===== config.mk =====
export PLATFORM = sky130hd
export DESIGN_NAME = serial_comparator
export DESIGN_NICKNAME = d
export VERILOG_FILES = /design/src/rtl/serial_comparator_pkg.sv /design/src/rtl/serial_comparator_ctrl.sv /design/src/rtl/serial_comparator.sv
export SDC_FILE = /design/constraint.sdc
export NUM_CORES = 1
export LEC_CHECK = 0
export CAP_MARGIN = 40
export CORE_ASPECT_RATIO = 0.9
export CORE_MARGIN = 2
export CORE_UTILIZATION = 31
export CTS_CLUSTER_SIZE = 8
export DETAILED_ROUTE_END_ITERATION = 10
export MAX_ROUTING_LAYER = met4
export SYNTH_ARGS = -nofsm -noshare
export SYNTH_HDL_FRONTEND = slang
export SYNTH_SLANG_ARGS = --single-unit

===== constraint.sdc =====
create_clock -name clk -period 4.5 [get_ports clk]
set_clock_uncertainty 0.15 [all_clocks]
set_input_delay 0.9 -clock clk [delete_from_list [all_inputs] [get_ports clk]]
set_output_delay 0.9 -clock clk [all_outputs]
set_load 0.005 [all_outputs]

===== src/rtl/serial_comparator_pkg.sv =====
// Shared definitions for the MSB-first serial magnitude comparator:
// FSM state encodings, the decision type and the default word width.
package serial_comparator_pkg;

    localparam int DEFAULT_WIDTH = 8;

    typedef enum logic [1:0] {
        ST_IDLE    = 2'd0,
        ST_COMPARE = 2'd1,
        ST_DONE    = 2'd2
    } state_t;

    typedef enum logic [1:0] {
        DEC_UNDECIDED = 2'd0,
        DEC_GT        = 2'd1,
        DEC_LT        = 2'd2
    } decision_t;

endpackage


===== src/rtl/serial_comparator_ctrl.sv =====
// Sequencing FSM and accepted-pair counter for the serial comparator.
//
//   state      | meaning
//   -----------+----------------------------------------------------------
//   ST_IDLE    | waiting for start; bit_valid ignored
//   ST_COMPARE | accepting one bit pair per bit_valid cycle; start ignored
//   ST_DONE    | one-cycle result strobe; start here chains a new compare
module serial_comparator_ctrl
    import serial_comparator_pkg::*;
#(
    parameter int WIDTH = DEFAULT_WIDTH
) (
    input  logic clk,
    input  logic rst_n,
    input  logic start,
    input  logic bit_valid,
    output logic busy,
    output logic done,
    output logic accept,
    output logic clear,
    output logic last
);

    localparam int CW = $clog2(WIDTH + 1);
    localparam logic [CW-1:0] LAST_IDX = CW'(WIDTH - 1);

    state_t        state, state_next;
    logic [CW-1:0] cnt, cnt_next;

    always_ff @(posedge clk or negedge rst_n) begin
        if (!rst_n) begin
            state <= ST_IDLE;
            cnt   <= '0;
        end else begin
            state <= state_next;
            cnt   <= cnt_next;
        end
    end

    always_comb begin
        state_next = state;
        cnt_next   = cnt;
        accept     = 1'b0;
        clear      = 1'b0;
        last       = 1'b0;
        unique case (state)
            ST_IDLE: begin
                if (start) begin
                    state_next = ST_COMPARE;
                    cnt_next   = '0;
                    clear      = 1'b1;
                end
            end
            ST_COMPARE: begin
                if (bit_valid) begin
                    accept   = 1'b1;
                    cnt_next = cnt + CW'(1);
                    if (cnt == LAST_IDX) begin
                        last       = 1'b1;
                        state_next = ST_DONE;
                    end
                end
            end
            ST_DONE: begin
                if (start) begin
                    state_next = ST_COMPARE;
                    cnt_next   = '0;
                    clear      = 1'b1;
                end else begin
                    state_next = ST_IDLE;
                end
            end
            default: begin
                state_next = ST_IDLE;
                cnt_next   = '0;
            end
        endcase
    end

    assign busy = (state == ST_COMPARE);
    assign done = (state == ST_DONE);

endmodule


===== src/rtl/serial_comparator.sv =====
// MSB-first serial magnitude comparator: the first differing bit pair decides,
// but the result is only published once all WIDTH pairs have been consumed.
module serial_comparator
    import serial_comparator_pkg::*;
#(
    parameter int WIDTH = DEFAULT_WIDTH
) (
    input  logic clk,
    input  logic rst_n,
    input  logic start,
    input  logic bit_valid,
    input  logic x,
    input  logic y,
    output logic busy,
    output logic done,
    output logic gt,
    output logic eq,
    output logic lt
);

    logic      accept, clear, last;
    decision_t dec, dec_now;

    serial_comparator_ctrl #(
        .WIDTH(WIDTH)
    ) u_ctrl (
        .clk      (clk),
        .rst_n    (rst_n),
        .start    (start),
        .bit_valid(bit_valid),
        .busy     (busy),
        .done     (done),
        .accept   (accept),
        .clear    (clear),
        .last     (last)
    );

    // Decision including the pair on the bus now, so the final pair counts.
    always_comb begin
        dec_now = dec;
        if (dec == DEC_UNDECIDED && x != y)
            dec_now = x ? DEC_GT : DEC_LT;
    end

    always_ff @(posedge clk or negedge rst_n) begin
        if (!rst_n) begin
            dec <= DEC_UNDECIDED;
            gt  <= 1'b0;
            eq  <= 1'b0;
            lt  <= 1'b0;
        end else begin
            if (clear)
                dec <= DEC_UNDECIDED;
            else if (accept)
                dec <= dec_now;
            if (last) begin
                gt <= (dec_now == DEC_GT);
                eq <= (dec_now == DEC_UNDECIDED);
                lt <= (dec_now == DEC_LT);
            end
        end
    end

endmodule


==> results of run 1 <==
power groups by stage:
stage                     clock network, W  logic [W]  registers (W)
after floorplan                          0  0.0000908       0.000167
after global placement                   0   0.000137       0.000175
after detailed placement                 0   0.000138       0.000176
after CTS                        0.0000696   0.000139       0.000174
after global routing             0.0000737   0.000153       0.000180
final                            0.0000659   0.000136       0.000173
synthesized netlist by cell type, drive strengths merged:
library cell	count	area (sq um)
buf	1	7.51
or3	1	6.26
a32o	1	10.0
nor4b	1	8.76
and2b	1	8.76
dfrtp	11	275
a41oi	1	8.76
nand4	1	6.26
a21oi	3	15.0
xnor2	2	17.5
o32ai	1	8.76
mux2	2	22.5
mux2i	1	10.0
nand2	5	18.8
nor2	3	18.8
inv	5	18.8
nand4b	1	15.0
nand2b	2	20.0
and4b	1	10.0
nor2b	1	6.26
o21ai	5	25.0
ha	1	12.5
o2111ai	1	8.76
logic make-up after synthesis:
| kind of cell | Yosys count | synth area share, % |
|---|---|---|
| buffers and inverters | 6 | 4.70 |
| flip-flops | 11 | 49.2 |
| AND/OR/NAND/NOR | 17 | 21.3 |
| multiplexers | 3 | 5.82 |
| XOR/XNOR | 2 | 3.13 |
| AO/OA/AOI/OAI | 12 | 13.6 |
| adder cells (fa/ha/maj) | 1 | 2.24 |
critical path: cells and delay by family (launching register included):
family / cells / cell delay [ns]
flops: 1 / 0.38
simple gates: 1 / 0.18
buf+inv: 2 / 0.67
metrics by stage:
stage	utilization (%)	setup slack, ns	area, sq um	power (W)	hold slack, ns
after global placement	40.6	2.03	682	0.000312	0.345
final	42.1	1.95	708	0.000375	0.358
after CTS	42.1	1.92	708	0.000383	0.366
after global routing	42.1	1.87	708	0.000406	0.388
after floorplan	-	2.63	559	0.000258	0.338
after detailed placement	40.6	1.98	682	0.000314	0.344
area by class of cell:
| type | count | area (sq um) |
|---|---|---|
| repair buffers | 10 | 100 |
| flip-flops and latches | 11 | 275 |
| multi-input cells | 35 | 258 |
| fillers | 175 | 973 |
| well taps | 24 | 30.0 |
| inverters | 5 | 18.8 |
| clock buffers | 4 | 26.3 |
flip-flops by register name (all words and copies together), names as in the netlist:
signal	flops
gt	1
dec	2
u_ctrl.cnt	4
u_ctrl.state	2
eq	1
lt	1
layer usage:
| layer | vias to the layer above | share of wire, % | track usage, % | wire (microns) |
|---|---|---|---|---|
| met2 | 11 | 45 | 16.4 | 468 |
| met4 | 0 | 1.7 | 5.14 | 17 |
| met3 | 2 | 6.3 | 6.76 | 65 |
| li1 | 210 | - | - | - |
| met5 | - | 0 | - | 0 |
| met1 | 193 | 46 | 11.7 | 478 |
worst max path at each step:
stage | slack, ns | depth (start not counted) | start | to
5_1_grt | 1.87 | 3 | u_ctrl.state[0] | busy
6_report | 1.95 | 3 | u_ctrl.state[1] | busy
2_1_floorplan | 2.63 | 4 | bit_valid | eq
3_5_place_dp | 1.98 | 4 | bit_valid | gt
3_3_place_gp | 2.03 | 4 | bit_valid | gt
4_1_cts | 1.92 | 3 | u_ctrl.state[1] | busy
==> run_summary.xml, run 1 <==
<?xml version="1.0" encoding="UTF-8"?>
<metrics>
  <group name="detailed_routing">
    <metric name="postRouteAntennaNets" unit="">0</metric>
    <metric name="detail_route.wirelength" unit="microns">1030</metric>
    <metric name="drc" unit="">0</metric>
    <metric name="drtPass1Iterations" unit="">4</metric>
    <metric name="wl_per_cell" unit="microns">11.6</metric>
    <metric name="first_iter_violations" unit="">12</metric>
    <metric name="num_vias" unit="">416</metric>
    <metric name="routed_via_density" unit="">4.67</metric>
  </group>
  <group name="timing">
    <metric name="number_of_failing_setup_endpoints_in_the_final_timing_report" unit="">0</metric>
    <metric name="timing.slew.headroom" unit="%">65.7</metric>
    <metric name="final_period_minus_worst_setup_slack" unit="ns">2.55</metric>
    <metric name="fin_setup_tns" unit="ns">0</metric>
    <metric name="max_clk_rate" unit="MHz">392</metric>
    <metric name="timing.final.hold_violations" unit="">0</metric>
    <metric name="finalCritPeriodShare" unit="%">56.7</metric>
    <metric name="rsz0062_at_grt" unit="">false</metric>
    <metric name="final_max_slew_viol_count" unit="">0</metric>
    <metric name="timing_worst_slew_pin_value" unit="ns">0.513</metric>
  </group>
  <group name="clock_network">
    <metric name="root_buffer" unit="">sky130_fd_sc_hd__clkbuf_4</metric>
    <metric name="clk_path_buf_depth" unit="">2</metric>
    <metric name="numCtsBuffers" unit="">3</metric>
    <metric name="cts.reportedPaths.clkPinSlew" unit="ns">0.06</metric>
    <metric name="cts.sink_count" unit="">11</metric>
    <metric name="clkLatencyLatePin" unit="ns">0.27</metric>
    <metric name="post-cts-setup-buffers" unit="">0</metric>
    <metric name="tritoncts_clock_tree" unit="">done</metric>
    <metric name="cts.htree.levels" unit="">1</metric>
    <metric name="ctsResizeCount" unit="">0</metric>
    <metric name="postCtsHoldBufs" unit="">0</metric>
  </group>
  <group name="die">
    <metric name="die-area" unit="sq um">2160</metric>
    <metric name="placement_rows" unit="">14</metric>
    <metric name="initial_cell_density_of_the_core" unit="%">33.3</metric>
    <metric name="ios" unit="">11</metric>
    <metric name="die_width" unit="microns">48.8</metric>
    <metric name="die-height" unit="microns">44.3</metric>
    <metric name="placeableCoreArea" unit="sq um">1680</metric>
  </group>
  <group name="global_routing">
    <metric name="global_route_wire_length_before_repair" unit="microns">1630</metric>
    <metric name="antenna_found_initial" unit="">0</metric>
    <metric name="global_route.overflow_total" unit="">0</metric>
    <metric name="grt_util_all_layers" unit="%">11.0</metric>
    <metric name="grt_pass1_vias" unit="">368</metric>
    <metric name="grt_start_max_net_pins" unit="">12</metric>
  </group>
  <group name="worst_setup_path">
    <metric name="setup.reg_to_reg.worst_slack" unit="ns">2.98</metric>
    <metric name="crit-reg2reg-launch" unit="">u_ctrl.cnt[0]</metric>
    <metric name="setup.worst_path.end_class" unit="">output port</metric>
    <metric name="nature_of_the_critical_path_startpoint" unit="">flip-flop</metric>
    <metric name="slowest_delay" unit="ns">0.52</metric>
    <metric name="required" unit="ns">3.45</metric>
    <metric name="worst_path_max_delay_cell" unit="">sky130_fd_sc_hd__clkdlybuf4s50_1</metric>
    <metric name="worst_r2r_path_depth" unit="">4</metric>
    <metric name="timing_worst_setup_path_type" unit="">flip-flop to output port</metric>
    <metric name="ordered_list_of_cells_on_the_worst_path" unit="">nand2b_4 &gt; inv_1 &gt; clkdlybuf4s50_1</metric>
    <metric name="timing.rr.end" unit="">gt</metric>
    <metric name="timing.critical_path.arrival" unit="ns">1.50</metric>
    <metric name="crit_fanout" unit="">8</metric>
  </group>
  <group name="min_path">
    <metric name="worst_hold_path.endpoint" unit="">eq</metric>
    <metric name="hold_class" unit="">flip-flop to flip-flop</metric>
    <metric name="whs_path_depth" unit="">1</metric>
    <metric name="hold_start" unit="">eq</metric>
  </group>
  <group name="power">
    <metric name="combinationalPowerShare" unit="%">36.2</metric>
    <metric name="p_int" unit="W">0.000244</metric>
    <metric name="pwr_density_cell" unit="nW/um^2">529</metric>
    <metric name="net-switching-power" unit="W">0.000131</metric>
    <metric name="power.clock.fraction" unit="%">17.6</metric>
    <metric name="switching_share" unit="%">35.0</metric>
    <metric name="seq_power_share" unit="%">46.2</metric>
    <metric name="power_leakage" unit="nW">0.318</metric>
    <metric name="vdd_drop_max" unit="uV">156</metric>
  </group>
  <group name="status">
    <metric name="result_of_the_run" unit="">finished, final reports clean</metric>
  </group>
  <group name="layout">
    <metric name="area_delta_synth_final" unit="%">26.6</metric>
    <metric name="leading_cell_type_in_the_layout_fill_and_taps_excluded" unit="">sky130_fd_sc_hd__dfrtp_1</metric>
    <metric name="number_of_cells_in_the_finished_layout_apart_from_fillers" unit="">89</metric>
    <metric name="nets" unit="">73</metric>
    <metric name="mostFrequentLayoutCells" unit="">sky130_fd_sc_hd__dfrtp_1, sky130_fd_sc_hd__clkdlybuf4s50_1, sky130_fd_sc_hd__inv_1, sky130_fd_sc_hd__o21ai_0, sky130_fd_sc_hd__nand2_1</metric>
    <metric name="drive_above_1_share" unit="%">13.8</metric>
    <metric name="diode_count" unit="">0</metric>
  </group>
  <group name="place">
    <metric name="detailedPlacementHpwl" unit="microns">805</metric>
    <metric name="numPortBuffers" unit="">10</metric>
    <metric name="dp_cells" unit="">85</metric>
    <metric name="place.gp.congestion" unit="">0.746</metric>
  </group>
  <group name="synthesis">
    <metric name="ys.warnings.count" unit="">0</metric>
    <metric name="synth_sequential_area_ratio" unit="%">49.2</metric>
    <metric name="syn_area" unit="sq um">559</metric>
    <metric name="postSynthAreaPerCell" unit="sq um">10.8</metric>
    <metric name="post_synth_inst_count" unit="">52</metric>
    <metric name="synth_fp_nets" unit="">59</metric>
    <metric name="netlist-cell-type-count" unit="">25</metric>
    <metric name="synth.ff_latch_count" unit="">11</metric>
  </group>
  <group name="flow_run">
    <metric name="timing.max_cap.violations" unit="">0</metric>
  </group>
</metrics>
(Power assumes the default switching activity.)
==> run 2, diff against run 1 <==
clock period = 2.1 ns   (was 4.5 ns; I/O delays follow)
==> run_summary.xml, run 2 (same netlist as run 1, synthesis figures left out) <==
<?xml version="1.0" encoding="UTF-8"?>
<metrics>
  <group name="worst_setup_path">
    <metric name="timing_worst_setup_path_type" unit="">flip-flop to output port</metric>
    <metric name="timing.critical_path.arrival" unit="ns">1.45</metric>
    <metric name="crit_fanout" unit="">8</metric>
    <metric name="setup.worst_path.end_class" unit="">output port</metric>
    <metric name="worst_path_max_delay_cell" unit="">sky130_fd_sc_hd__clkdlybuf4s50_1</metric>
    <metric name="timing.critical_path.max_delay_family" unit="">buffers and inverters</metric>
    <metric name="critical_path.n_buffers_inverters" unit="">2</metric>
    <metric name="ordered_list_of_cells_on_the_worst_path" unit="">nand2b_4 &gt; inv_2 &gt; clkdlybuf4s50_1</metric>
    <metric name="slowest_delay" unit="ns">0.51</metric>
    <metric name="nature_of_the_critical_path_startpoint" unit="">flip-flop</metric>
    <metric name="required" unit="ns">1.53</metric>
  </group>
  <group name="clock_network">
    <metric name="cts.htree.levels" unit="">1</metric>
    <metric name="cts.sink_count" unit="">11</metric>
    <metric name="clk_path_buf_depth" unit="">2</metric>
    <metric name="cts.reportedPaths.clkPinSlew" unit="ns">0.07</metric>
    <metric name="numCtsBuffers" unit="">3</metric>
    <metric name="clkLatencyLatePin" unit="ns">0.26</metric>
    <metric name="root_buffer" unit="">sky130_fd_sc_hd__clkbuf_4</metric>
    <metric name="tritoncts_clock_tree" unit="">done</metric>
  </group>
  <group name="global_routing">
    <metric name="global_route_wire_length_before_repair" unit="microns">1920</metric>
    <metric name="grt_start_max_net_pins" unit="">12</metric>
    <metric name="antenna_found_initial" unit="">0</metric>
    <metric name="grt_util_all_layers" unit="%">12.6</metric>
    <metric name="grt_pass1_vias" unit="">439</metric>
    <metric name="global_route.overflow_total" unit="">0</metric>
  </group>
  <group name="detailed_routing">
    <metric name="num_vias" unit="">428</metric>
    <metric name="postRouteAntennaNets" unit="">0</metric>
    <metric name="detail_route.wirelength" unit="microns">1130</metric>
    <metric name="wl_per_cell" unit="microns">12.6</metric>
    <metric name="routed_via_density" unit="">4.76</metric>
    <metric name="first_iter_violations" unit="">6</metric>
    <metric name="drc" unit="">0</metric>
    <metric name="drtPass1Iterations" unit="">4</metric>
  </group>
  <group name="layout">
    <metric name="largest_register_ffs" unit="">4</metric>
    <metric name="largestRegisters" unit="">u_ctrl.cnt x4, dec x2, u_ctrl.state x2</metric>
    <metric name="number_of_cells_in_the_finished_layout_apart_from_fillers" unit="">90</metric>
    <metric name="largest-register" unit="">u_ctrl.cnt</metric>
    <metric name="drive_above_1_share" unit="%">18.2</metric>
    <metric name="area_delta_synth_final" unit="%">28.2</metric>
    <metric name="diode_count" unit="">0</metric>
    <metric name="mostFrequentLayoutCells" unit="">sky130_fd_sc_hd__dfrtp_1, sky130_fd_sc_hd__clkdlybuf4s50_1, sky130_fd_sc_hd__o21ai_0, sky130_fd_sc_hd__nand2_1, sky130_fd_sc_hd__inv_1</metric>
    <metric name="filler_cell_count" unit="">170</metric>
    <metric name="nets" unit="">74</metric>
  </group>
  <group name="timing">
    <metric name="timing_worst_slew_pin_value" unit="ns">0.501</metric>
    <metric name="timing.slew.headroom" unit="%">66.5</metric>
    <metric name="timing.final.hold_violations" unit="">0</metric>
    <metric name="finalCritPeriodShare" unit="%">96.3</metric>
    <metric name="worst_slack" unit="ns">0.0770</metric>
    <metric name="number_of_failing_setup_endpoints_in_the_final_timing_report" unit="">0</metric>
    <metric name="final_max_slew_viol_count" unit="">0</metric>
    <metric name="final_period_minus_worst_setup_slack" unit="ns">2.02</metric>
    <metric name="max_clk_rate" unit="MHz">494</metric>
    <metric name="rsz0062_at_grt" unit="">false</metric>
    <metric name="fin_setup_tns" unit="ns">0</metric>
  </group>
  <group name="die">
    <metric name="die-height" unit="microns">44.3</metric>
    <metric name="placeableCoreArea" unit="sq um">1680</metric>
    <metric name="initial_cell_density_of_the_core" unit="%">33.3</metric>
    <metric name="die_width" unit="microns">48.8</metric>
    <metric name="placement_rows" unit="">14</metric>
    <metric name="die-area" unit="sq um">2160</metric>
    <metric name="ios" unit="">11</metric>
  </group>
  <group name="power">
    <metric name="vdd_drop_max" unit="uV">367</metric>
    <metric name="pwr_density_cell" unit="nW/um^2">1150</metric>
    <metric name="finalPower" unit="W">0.000822</metric>
    <metric name="power_leakage" unit="nW">0.322</metric>
  </group>
  <group name="place">
    <metric name="numPortBuffers" unit="">10</metric>
    <metric name="dp_cells" unit="">86</metric>
    <metric name="post-place-ws" unit="ns">0.234</metric>
    <metric name="detailedPlacementHpwl" unit="microns">851</metric>
    <metric name="place.gp.congestion" unit="">0.784</metric>
  </group>
  <group name="min_path">
    <metric name="hold_class" unit="">input port to async pin</metric>
  </group>
  <group name="status">
    <metric name="result_of_the_run" unit="">finished, final reports clean</metric>
  </group>
  <group name="flow_run">
    <metric name="timing.max_cap.violations" unit="">0</metric>
  </group>
</metrics>
run 2: changes by cell type in the layout (fill, tap and decap cells not counted), sizes merged:
cell and delta:
buf +1
run 2: report_power, final:
part / internal (W) / switching [W] / leakage, nW
clock network: 0.0000734 / 0.0000701 / 0.0150
registers: 0.000293 / 0.0000825 / 0.139
logic: 0.000160 / 0.000143 / 0.168
total: 0.000527 / 0.000295 / 0.322
run 2: final timing paths:
kind / endpoint / slack, ns / cells after the start / from
max in group asynchronous: u_ctrl.state[0] / 1.10 / 1 / rst_n
setup reg to reg: gt / 0.57 / 4 / u_ctrl.cnt[0]
hold reg to reg: eq / 0.37 / 1 / eq
min in group clk: eq / 0.37 / 1 / eq
hold / removal: dec[1] / 0.34 / 1 / rst_n
setup / recovery: busy / 0.08 / 3 / u_ctrl.state[1]
run 2: final cells by class:
cell class                 count  area, sq um  area share, %
clock buffer                   4         26.3           3.66
inverter                       5         18.8           2.62
multi-input combinational     35          258           36.0
sequential                    11          277           38.6
tap                           24         30.0           4.19
timing repair buffer          11          108           15.0
run 2: metrics by stage:
step / hold slack (ns) / instance area (sq um) / util, %
floorplan: -0.0256 / 559 / -
global placement: 0.352 / 689 / 41.0
detailed placement: 0.341 / 689 / 41.0
finish: 0.337 / 717 / 42.6
global route: 0.367 / 717 / 42.6
CTS: 0.344 / 717 / 42.6
run 2: routing by layer:
metal | up-vias | wire [microns] | GRT usage (%) | share of wire, %
li1 | 214 | - | - | -
met1 | 206 | 534 | 14.0 | 47
met2 | 6 | 560 | 20.3 | 49
met3 | 2 | 22 | 2.36 | 1.9
met4 | 0 | 17 | 10.3 | 1.5
met5 | - | 0 | - | 0
run 2: timing repair:
action	CTS	global route
setup endpoints to repair	1	0
hold buffers	0	0
gates resized for setup	2	0
buffers inserted	0	0
==> run 3, diff against run 2 <==
CORE_MARGIN = default   (was 2)
==> run_summary.xml, run 3 (same netlist as run 1, synthesis figures left out) <==
<?xml version="1.0" encoding="UTF-8"?>
<metrics>
  <group name="timing">
    <metric name="timing.slew.headroom" unit="%">67.4</metric>
    <metric name="worst_slack" unit="ns">0.0712</metric>
    <metric name="fin_setup_tns" unit="ns">0</metric>
    <metric name="finalCritPeriodShare" unit="%">96.6</metric>
    <metric name="timing_worst_slew_pin_value" unit="ns">0.487</metric>
    <metric name="number_of_failing_setup_endpoints_in_the_final_timing_report" unit="">0</metric>
    <metric name="timing.final.hold_violations" unit="">0</metric>
    <metric name="final_max_slew_viol_count" unit="">0</metric>
    <metric name="final_period_minus_worst_setup_slack" unit="ns">2.03</metric>
    <metric name="fin_hold_ws" unit="ns">0.333</metric>
    <metric name="rsz0062_at_grt" unit="">false</metric>
    <metric name="max_clk_rate" unit="MHz">493</metric>
  </group>
  <group name="die">
    <metric name="placement_rows" unit="">14</metric>
    <metric name="die-area" unit="sq um">1980</metric>
    <metric name="die-height" unit="microns">42.3</metric>
    <metric name="die_width" unit="microns">46.8</metric>
    <metric name="initial_cell_density_of_the_core" unit="%">33.3</metric>
    <metric name="ios" unit="">11</metric>
    <metric name="placeableCoreArea" unit="sq um">1680</metric>
  </group>
  <group name="detailed_routing">
    <metric name="wl_per_cell" unit="microns">12.3</metric>
    <metric name="drtPass1Iterations" unit="">3</metric>
    <metric name="detail_route.wirelength" unit="microns">1110</metric>
    <metric name="drc" unit="">0</metric>
    <metric name="num_vias" unit="">424</metric>
    <metric name="first_iter_violations" unit="">7</metric>
    <metric name="postRouteAntennaNets" unit="">0</metric>
    <metric name="routed_via_density" unit="">4.71</metric>
  </group>
  <group name="worst_setup_path">
    <metric name="critical_path.n_buffers_inverters" unit="">2</metric>
    <metric name="timing.critical_path.arrival" unit="ns">1.46</metric>
    <metric name="timing.critical_path.max_delay_family" unit="">buffers and inverters</metric>
    <metric name="crit_fanout" unit="">8</metric>
    <metric name="ordered_list_of_cells_on_the_worst_path" unit="">nand2b_4 &gt; inv_2 &gt; clkdlybuf4s50_1</metric>
    <metric name="timing_worst_setup_path_type" unit="">flip-flop to output port</metric>
    <metric name="slowest_delay" unit="ns">0.51</metric>
    <metric name="nature_of_the_critical_path_startpoint" unit="">flip-flop</metric>
    <metric name="worst_path_max_delay_cell" unit="">sky130_fd_sc_hd__clkdlybuf4s50_1</metric>
    <metric name="required" unit="ns">1.53</metric>
    <metric name="setup.worst_path.end_class" unit="">output port</metric>
  </group>
  <group name="global_routing">
    <metric name="global_route.overflow_total" unit="">0</metric>
    <metric name="grt_start_max_net_pins" unit="">12</metric>
    <metric name="grt_pass1_vias" unit="">463</metric>
    <metric name="grt_util_all_layers" unit="%">15.0</metric>
    <metric name="global_route_wire_length_before_repair" unit="microns">1940</metric>
    <metric name="antenna_found_initial" unit="">0</metric>
  </group>
  <group name="clock_network">
    <metric name="cts.htree.levels" unit="">1</metric>
    <metric name="cts.reportedPaths.clkPinSlew" unit="ns">0.07</metric>
    <metric name="cts.sink_count" unit="">11</metric>
    <metric name="numCtsBuffers" unit="">3</metric>
    <metric name="clk_path_buf_depth" unit="">2</metric>
    <metric name="clkLatencyLatePin" unit="ns">0.26</metric>
    <metric name="tritoncts_clock_tree" unit="">done</metric>
    <metric name="root_buffer" unit="">sky130_fd_sc_hd__clkbuf_4</metric>
  </group>
  <group name="power">
    <metric name="seq_power_share" unit="%">45.5</metric>
    <metric name="pwr_density_cell" unit="nW/um^2">1150</metric>
    <metric name="switching_share" unit="%">36.0</metric>
    <metric name="power.clock.fraction" unit="%">17.3</metric>
    <metric name="p_int" unit="W">0.000527</metric>
    <metric name="power_leakage" unit="nW">0.322</metric>
    <metric name="combinationalPowerShare" unit="%">37.2</metric>
    <metric name="vdd_drop_max" unit="uV">349</metric>
    <metric name="net-switching-power" unit="W">0.000297</metric>
  </group>
  <group name="layout">
    <metric name="largest_register_ffs" unit="">4</metric>
    <metric name="drive_above_1_share" unit="%">18.2</metric>
    <metric name="area_delta_synth_final" unit="%">28.2</metric>
    <metric name="nets" unit="">74</metric>
    <metric name="finish.instance_area" unit="sq um">717</metric>
    <metric name="mostFrequentLayoutCells" unit="">sky130_fd_sc_hd__dfrtp_1, sky130_fd_sc_hd__clkdlybuf4s50_1, sky130_fd_sc_hd__o21ai_0, sky130_fd_sc_hd__nand2_1, sky130_fd_sc_hd__inv_1</metric>
    <metric name="multi_input_comb_area" unit="sq um">258</metric>
    <metric name="filler_cell_count" unit="">185</metric>
    <metric name="largest-register" unit="">u_ctrl.cnt</metric>
    <metric name="largestRegisters" unit="">u_ctrl.cnt x4, dec x2, u_ctrl.state x2</metric>
    <metric name="ff_latch_area" unit="sq um">277</metric>
    <metric name="diode_count" unit="">0</metric>
  </group>
  <group name="min_path">
    <metric name="hold_class" unit="">input port to async pin</metric>
  </group>
  <group name="place">
    <metric name="detailedPlacementHpwl" unit="microns">879</metric>
    <metric name="dpl-instance-area" unit="sq um">689</metric>
    <metric name="post-place-ws" unit="ns">0.183</metric>
    <metric name="numPortBuffers" unit="">10</metric>
    <metric name="place.gp.congestion" unit="">0.787</metric>
  </group>
  <group name="flow_run">
    <metric name="timing.max_cap.violations" unit="">0</metric>
  </group>
  <group name="status">
    <metric name="result_of_the_run" unit="">finished, final reports clean</metric>
  </group>
</metrics>
## run 3: cell counts in the layout (fill, tap and decap cells not counted)
Identical to the previous run, type by type.
## run 3: final timing paths
check                                startpoint         endpoint  slack (ns)  cells after the start
min in group clk                             gt               gt        0.36                      1
worst max-delay path            u_ctrl.state[1]             busy        0.07                      3
worst min register to register               gt               gt        0.36                      1
max in group asynchronous                 rst_n  u_ctrl.state[0]        1.11                      1
worst min-delay path                      rst_n           dec[0]        0.33                      1
worst max register to register    u_ctrl.cnt[0]               gt        0.56                      4
## run 3: power by group through the flow
| stage | logic, W | registers (W) | clock network (W) |
|---|---|---|---|
| floorplan | 0.000194 | 0.000358 | 0 |
| global placement | 0.000295 | 0.000375 | 0 |
| detailed placement | 0.000306 | 0.000377 | 0 |
| CTS | 0.000307 | 0.000374 | 0.000147 |
| global route | 0.000347 | 0.000389 | 0.000158 |
| finish | 0.000306 | 0.000375 | 0.000142 |
## run 3: repair_timing
action / in CTS / in global routing
endpoints found under the hold margin: 0 / 0
resized for setup: 0 / 2
buffers inserted: 0 / 0
hold buffers: 0 / 0
setup endpoints to repair: 0 / 1
## run 3: layout make-up
type                    instances  area share [%]
clock buffers                   4            3.66
inverters                       5            2.62
multi-input cells              35            36.0
flip-flops and latches         11            38.6
well taps                      24            4.19
repair buffers                 11            15.0
## run 3: per-layer routing
layer	vias up	track usage [%]	share of wire, %
met4	0	10.3	2.6
met5	-	-	0
met3	4	5.17	4.7
met1	200	17.1	43
met2	9	21.4	49
li1	211	-	-
## run 3: worst reg2reg max path, cell delays in order, from the launching register on
cell and delay [ns]:
sky130_fd_sc_hd__dfrtp_1 0.42, sky130_fd_sc_hd__ha_1 0.24, sky130_fd_sc_hd__nand4b_2 0.16, sky130_fd_sc_hd__nor2_4 0.13, sky130_fd_sc_hd__mux2_2 0.33
## run 3: metrics by stage
stage,instances,power (W),utilization [%]
final,90,0.000824,42.6
after global routing,90,0.000894,42.6
after CTS,90,0.000827,42.6
after detailed placement,86,0.000684,41.0
after global placement,86,0.000671,41.0
after floorplan,52,0.000553,-
